<file path="src/rtl/uart_rx_edge_sampler.sv">
// uart_rx_edge_sampler: bit timing and majority-vote data recovery for the UART receiver.
// Latency: bit_done is combinational on edge P-1; sampled_bit updates one cycle after edge mid+1
//          (two more cycles of line delay when UART_RX_SYNC_EN is defined).
// Backpressure: none; free-running while enable is high, the FSM owns all flow control.
//
// Ports:
//   CLK, RST        oversampling clock, asynchronous active-high reset
//   RX_IN           serial line, idle high
//   Prescale        oversampling ratio (8/16/32; anything else treated as 8), captured at enable rise
//   enable          counters run while high, cleared while low
//   data_samp_en    majority sampling active while high
//   edge_cnt        edge index inside current bit, 0..P-1
//   bit_cnt         frame bit position (start bit = 1), saturates at 15
//   bit_done        strobe on the last edge of each bit
//   sampled_bit     registered majority of three mid-bit samples
//
// Build option: define UART_RX_SYNC_EN to put a 2-flop synchronizer in front of the sampler.

module uart_rx_edge_sampler #(
  parameter int PRESCALE_W = 6
) (
  input  logic                  CLK,
  input  logic                  RST,
  input  logic                  RX_IN,
  input  logic [PRESCALE_W-1:0] Prescale,
  input  logic                  enable,
  input  logic                  data_samp_en,
  output logic [PRESCALE_W-1:0] edge_cnt,
  output logic [3:0]            bit_cnt,
  output logic                  bit_done,
  output logic                  sampled_bit
);

  localparam logic [PRESCALE_W-1:0] P8  = PRESCALE_W'(8);
  localparam logic [PRESCALE_W-1:0] P16 = PRESCALE_W'(16);
  localparam logic [PRESCALE_W-1:0] P32 = PRESCALE_W'(32);
  localparam logic [PRESCALE_W-1:0] ONE = PRESCALE_W'(1);
  localparam logic [3:0]            BIT_CNT_MAX = 4'd15;

  logic [PRESCALE_W-1:0] p_new;
  logic [PRESCALE_W-1:0] p_reg;
  logic                  en_q;
  logic [PRESCALE_W-1:0] mid;
  logic [PRESCALE_W-1:0] mid_m1;
  logic [PRESCALE_W-1:0] mid_p1;
  logic                  edge_last;
  logic                  line;
  logic                  samp_act;
  logic                  s0;
  logic                  s1;
  logic                  got0;
  logic                  got1;
  logic                  vote;

  // ---------------------------------------------------------------------------
  // Line conditioning
  // ---------------------------------------------------------------------------
`ifdef UART_RX_SYNC_EN
  logic [1:0] sync_q;

  always_ff @(posedge CLK or posedge RST) begin
    if (RST) begin
      sync_q <= 2'b11;
    end else begin
      sync_q <= {sync_q[0], RX_IN};
    end
  end

  assign line = sync_q[1];
`else
  assign line = RX_IN;
`endif

  // ---------------------------------------------------------------------------
  // Prescale capture: only legal ratios pass, everything else falls back to 8.
  // ---------------------------------------------------------------------------
  always_comb begin
    p_new = P8;
    if (Prescale == P16 || Prescale == P32) begin
      p_new = Prescale;
    end
  end

  // The ratio is latched on the first enabled cycle. During that cycle edge_cnt
  // is 0, which can never match P-1 or a sample point for any legal P, so the
  // stale p_reg value used in that one cycle is harmless.
  always_ff @(posedge CLK or posedge RST) begin
    if (RST) begin
      p_reg <= P8;
      en_q  <= 1'b0;
    end else begin
      en_q <= enable;
      if (enable && !en_q) begin
        p_reg <= p_new;
      end
    end
  end

  assign mid       = p_reg >> 1;
  assign mid_m1    = mid - ONE;
  assign mid_p1    = mid + ONE;
  assign edge_last = (edge_cnt == (p_reg - ONE));
  assign bit_done  = enable && edge_last;

  // ---------------------------------------------------------------------------
  // Edge and bit counters
  // ---------------------------------------------------------------------------
  always_ff @(posedge CLK or posedge RST) begin
    if (RST) begin
      edge_cnt <= '0;
    end else if (!enable) begin
      edge_cnt <= '0;
    end else if (edge_last) begin
      edge_cnt <= '0;
    end else begin
      edge_cnt <= edge_cnt + ONE;
    end
  end

  // Reset value 0 is only visible until the first clock edge; idle value is 1.
  always_ff @(posedge CLK or posedge RST) begin
    if (RST) begin
      bit_cnt <= 4'd0;
    end else if (!enable) begin
      bit_cnt <= 4'd1;
    end else if (bit_done && (bit_cnt != BIT_CNT_MAX)) begin
      bit_cnt <= bit_cnt + 4'd1;
    end
  end

  // ---------------------------------------------------------------------------
  // Three-point majority sampling around mid-bit.
  // The third sample is taken straight from the line on edge mid+1 and voted
  // in the same cycle, so sampled_bit is already updated on edge mid+2.
  // got0/got1 make sure a vote only uses samples from the current bit; they
  // are dropped when enable falls so an aborted bit never updates the output.
  // ---------------------------------------------------------------------------
  assign samp_act = enable && data_samp_en;
  assign vote     = (s0 & s1) | (s0 & line) | (s1 & line);

  always_ff @(posedge CLK or posedge RST) begin
    if (RST) begin
      s0          <= 1'b1;
      s1          <= 1'b1;
      got0        <= 1'b0;
      got1        <= 1'b0;
      sampled_bit <= 1'b1;
    end else if (!enable) begin
      got0 <= 1'b0;
      got1 <= 1'b0;
    end else begin
      if (samp_act && (edge_cnt == mid_m1)) begin
        s0   <= line;
        got0 <= 1'b1;
      end
      if (samp_act && (edge_cnt == mid)) begin
        s1   <= line;
        got1 <= 1'b1;
      end
      if (edge_cnt == mid_p1) begin
        got0 <= 1'b0;
        got1 <= 1'b0;
        if (samp_act && got0 && got1) begin
          sampled_bit <= vote;
        end
      end
    end
  end

endmodule

</file>
<file path="config.mk">
export PLATFORM = sky130hd
export DESIGN_NAME = uart_rx_edge_sampler
export DESIGN_NICKNAME = d
export VERILOG_FILES = /design/src/rtl/uart_rx_edge_sampler.sv
export SDC_FILE = /design/constraint.sdc
export NUM_CORES = 1
export LEC_CHECK = 0
export ABC_AREA = 1
export ABC_CLOCK_PERIOD_IN_PS = 1700
export CORE_MARGIN = 5
export CORE_UTILIZATION = 27
export DETAILED_ROUTE_END_ITERATION = 8
export MAX_ROUTING_LAYER = met4
export PLACE_DENSITY = 0.54
export SLEW_MARGIN = 20
export SYNTH_ARGS = -nofsm -noshare
export SYNTH_HDL_FRONTEND = slang
export SYNTH_SLANG_ARGS = --single-unit
</file>
<file path="constraint.sdc">
create_clock -name CLK -period 1.7 [get_ports CLK]
set_input_delay 0.255 -clock CLK [delete_from_list [all_inputs] [get_ports CLK]]
set_output_delay 0.255 -clock CLK [all_outputs]
set_load 0.05 [all_outputs]
</file>
; Yosys cells after proc, flatten, opt, wreduce, memory -nomap -nowiden
; Index checks and enable logic that the tools add are counted.
[totals]
inputBits = 11
elab_cells = 53
regBits = 22
out_inout_bits = 12
[op_classes]
n_mux = 11
eq_ne = 10
bitwise_logic = 5
addsub = 5
reduce_logical = 13
[op_table]
columns = cell, n
row1 = $eq 6x6->1, 3
row2 = $mux 6, 3
row3 = $logic_and 1x1->1, 8
row4 = $mux 4, 2
row5 = $add 5x1->6 const B, 1
row6 = $add 6x1->6 const B, 1
row7 = $eq 6x5->1, 1
row8 = $eq 6x5->1 const B, 1
row9 = $eq 6x6->1 const B, 1
row10 = $mux 1, 6
row11 = $ne 3x1->1 const B, 2
row12 = $sub 5x1->6 const B, 1
row13 = $sub 6x1->6 const B, 1
row14 = $add 4x1->4 const B, 1
row15 = $ne 4x4->1 const B, 1
row16 = $reduce_and 2->1, 2
row17 = $and 1x1->1, 3
row18 = $reduce_and 3->1, 1
row19 = $ne 2x1->1 const B, 1
row20 = $or 1x1->1, 2
row21 = $logic_not 1->1, 1
row22 = $logic_or 1x1->1, 1

; Logic depth before layout (Yosys ltp)
[depth]
ltp_word = 6
mapped_depth = 13

; Worst setup path before layout
; Ideal clock, no wire load.
[synth_timing]
path_kind = reg2reg
from = register edge_cnt[5]
to = register bit_cnt[1]
n_path_buf = 0
arrival_ps = 1949
path_stages_with_launch = 11
synth_period_minus_slack_ps = 2017
setup_time_ps = 68
t_required_ps = 1632
slack_ps = -317
path_cell_list = dfrtp_1 -> inv_1 -> nand2_1 -> nand2_1 -> inv_2 -> nand2_1 -> nand2_2 -> nand2_4 -> nor3_4 -> nand3_1 -> nand2_1
[synth_via]
elab_chain_cells = 4
[synth_lines]
columns = element, line
row1 = start: declaration, 28  ; output logic [PRESCALE_W-1:0] edge_cnt,
row2 = start signal: assignment, 116  ; edge_cnt <= edge_cnt + ONE;
row3 = $eq 6x6->1, 102  ; assign edge_last = (edge_cnt == (p_reg - ONE));
row4 = $logic_and 1x1->1, 103  ; assign bit_done = enable && edge_last;
row5 = via bit_done, 30  ; output logic bit_done,
row6 = $logic_and 1x1->1, 126  ; end else if (bit_done && (bit_cnt != BIT_CNT_MAX)) begin
row7 = $ne 2x1->1 (no source line), n/a
row8 = end signal: assignment, 127  ; bit_cnt <= bit_cnt + 4'd1;
row9 = end: declaration, 29  ; output logic [3:0] bit_cnt,
; The timed path passes the listed nets, and every way through them passes these cells.
; A chain may end at the register's enable or synchronous reset.

; Final worst setup path
[layout_timing]
from = register p_reg[1]
to = output bit_done
[layout_via]
elab_chain_cells = 3
[layout_lines]
columns = element, line
row1 = start: declaration, 41  ; logic [PRESCALE_W-1:0] p_reg;
row2 = start signal: assignment, 94  ; p_reg <= p_new;
row3 = $sub 6x1->6, 102
row4 = $eq 6x6->1, 102
row5 = $logic_and 1x1->1, 103
row6 = end: declaration, 30
; Every way passes these cells.

==> results.ini <==
[synth]
syn_avg_cell_area_um2 = 7.598
syn_area_mm2 = 0.001565
syn_inst = 206
synth_flop_cell = dfrtp_1
syn_nets = 223
yosys_register_bits = 22
yosysWarnings = 0
ys_types = 33
yosysSeqAreaShare_pct = 35.49
async_reset_ff_share_pct = 100.0
synth_edf_count = 0

[layout]
final_util_pct = 40.36
drive_above_1_share_pct = 35.94
fin_cells = 328
syn2layout_area_growth_pct = 43.73
finalNetCount = 274
antennaDiodeCount = 0

[power]
irDropWorstVdd_uv = 256.4
internal-power_mw = 0.8976
p_total_mw = 1.257
power_density_mw_per_mm2 = 558.7
p_seq_share_pct = 47.2
pwr-share-clk_pct = 30.9
power.leakage_nw = 1.052
switching_power_mw = 0.3592
switching_share_pct = 28.58
power_frac_comb_pct = 21.9

[cts]
cts_buffers = 3
cts_sinks = 22
cts_tree = built
clkTransAtPathRegs_ps = 90
clk_path_buf_depth = 2
cts-root-buf = clkbuf_8
insertion_delay_ps = 260
cts-htree-levels = 1

[worst_hold_path]
hold_class = input port to async pin

[critical_path]
cp-end-kind = output pin
worstPathMaxFanout = 4
max_stage_delay_ps = 360
rrSetupSlack_ps = -30
crit_slowest_cell = dfrtp_1
cp.arrival_ps = 1710
crit_chain = inv_2 -> ha_4 -> buf_4 -> nand2_1 -> nand3_1 -> nand2_2 -> nand2_4 -> nor3_4 -> buf_12
crit_family = simple AND/OR/NAND/NOR gates
path_buf_inv = 3
cp-start-kind = flip-flop
cp.required_ps = 1440
crit_type = flip-flop to output pin

[timing]
fmax_mhz = 508.6
finalCriticalPeriod_ps = 1966
skew_ps = 3.981
drv_slew = 0
final.setup.worst_slack_ps = -266.2
finalSetupViolCount = 6
max_slew.worst_pin.slew_ps = 356.9
period_share_pct = 115.7
rsz0062_at_grt = true
final_hold_viol_count = 0
hold_ws_ps = 322.2
maxSlewHeadroom_pct = 76.03

[drt]
met3_length_um = 68
routedWlPerCell_um = 11.82
drtIter0Drc = 60
highest_layer = met4
wirelength_mm = 3.876
wl_met2_mm = 2.013
first_pass_iters = 4
vias = 1439
vias_per_cell = 4.387
ant_nets = 0
drt-met1-wl_mm = 1.756
drc = 0

[floorplan]
die_x_um = 86.14
design.die.area_mm2 = 0.007420
initial_core_util_pct = 28.08
die_h_um = 86.14
pin_count = 23
num_rows = 27
core_area_mm2 = 0.005574

[status]
outcome = finished with violations
violations = setup timing

[run]
cap_violations = 0

[place]
gp_congestion = 0.8190
numPortBuffers = 22
place_inst = 320
dp_slack_ps = -66.10
detailed_place_hpwl_mm = 3.112

[global_route]
antenna_found_initial = 0
grtUsageTotal_pct = 11.66
grt_pass1_wl_mm = 6.637
grt_pass1_vias = 1432
grt_max_degree = 23
grt-ovfl-total = 0

==> worst register-to-register path, delay by kind of cell, from the launching register on <==
family / cells / cell delay, ps
XOR/XNOR: 1 / 130
flip-flops: 1 / 390
buffers and inverters: 2 / 260
AND/OR/NAND/NOR: 6 / 620
adder cells (fa/ha/maj): 1 / 220
==> worst paths after layout <==
kind	endpoint	start	cells past startpoint
max in group asynchronous	p_reg[3]	RST	3
worst max register to register	bit_cnt[0]	p_reg[1]	10
worst min register to register	s0	s0	2
worst max-delay path	bit_done	p_reg[1]	9
min in group CLK	s0	s0	2
worst min-delay path	edge_cnt[5]	RST	3
==> synthesized netlist by cell type, types with 2 or more instances <==
library cell	n	area, µm²
nand2_1	54	202.7
nand3_1	22	110.1
inv_1	21	78.83
dfrtp_1	18	450.4
nor2_1	18	67.56
nor3_1	9	45.04
xnor2_1	8	70.07
xor2_1	8	70.07
ha_1	6	75.07
nand4_1	5	31.28
dfstp_2	4	105.1
inv_2	4	15.01
a21oi_1	3	15.01
nor2_2	3	18.77
buf_6	2	22.52
nand2_2	2	12.51
o21ai_0	2	10.01
o21ai_1	2	10.01
==> cell families after synthesis <==
kind of cell / Yosys count / share of synthesized area [%]
xor gates and xnor gates: 16 / 8.953
and+or+nand+nor: 124 / 39.09
buffers and inverters: 31 / 9.432
DFF: 22 / 35.49
AOI/OAI and AO/OA: 7 / 2.238
adders and majority gates: 6 / 4.796
==> cell type report <==
cell class	count	area (µm²)
timing repair buffer	50	444.2
tap	72	90.09
clock buffer	4	55.05
inverter	27	106.4
sequential	22	558.0
multi-input combinational	153	996.0
fill	583	3324
==> layer usage <==
| layer | GRT usage (%) | up-vias |
|---|---|---|
| li1 | - | 755 |
| met2 | 21.02 | 15 |
| met3 | 1.825 | 4 |
| met4 | 2.158 | 0 |
| met1 | 13.68 | 665 |
| met5 | - | - |
==> stage by stage <==
step	TNS [ps]	cell area, µm²
floorplan	-1000	1595
global placement	-52.37	2037
detailed placement	-79.09	2037
CTS	-406.7	2161
global route	-1495	2250
finish	-321.4	2250
==> timing repair <==
action	in CTS	in global routing
resized for setup	11	18
pin swaps	9	7
hold buffers	0	0
endpoints found under the hold margin	0	0
endpoints found under the setup margin	4	14
setup buffers	3	2
==> power by group through the flow <==
stage          Combinational [mW]  Sequential, mW  Clock, mW
2_1_floorplan               0.134           0.625          0
3_3_place_gp                0.259           0.601          0
3_5_place_dp                0.260           0.601          0
4_1_cts                     0.266           0.592      0.404
5_1_grt                     0.303           0.596      0.424
6_report                    0.275           0.593      0.389
==> layout by cell type (no fill, tap or decap), types with 4 or more instances in the layout <==
cell type and instances:
nor3_1 4, clkbuf_8 4, nand4_1 5, nand2_2 7, inv_1 18, nor2_1 18
xor2_1 8, xnor2_1 6, buf_6 5, nand3_2 6, nor3_2 5, nand3_1 16
dfrtp_1 16, buf_4 33, inv_2 7, nand2_1 49, clkdlybuf4s50_1 10, dfstp_2 4
Note: power is estimated with default switching activity, not from simulation.
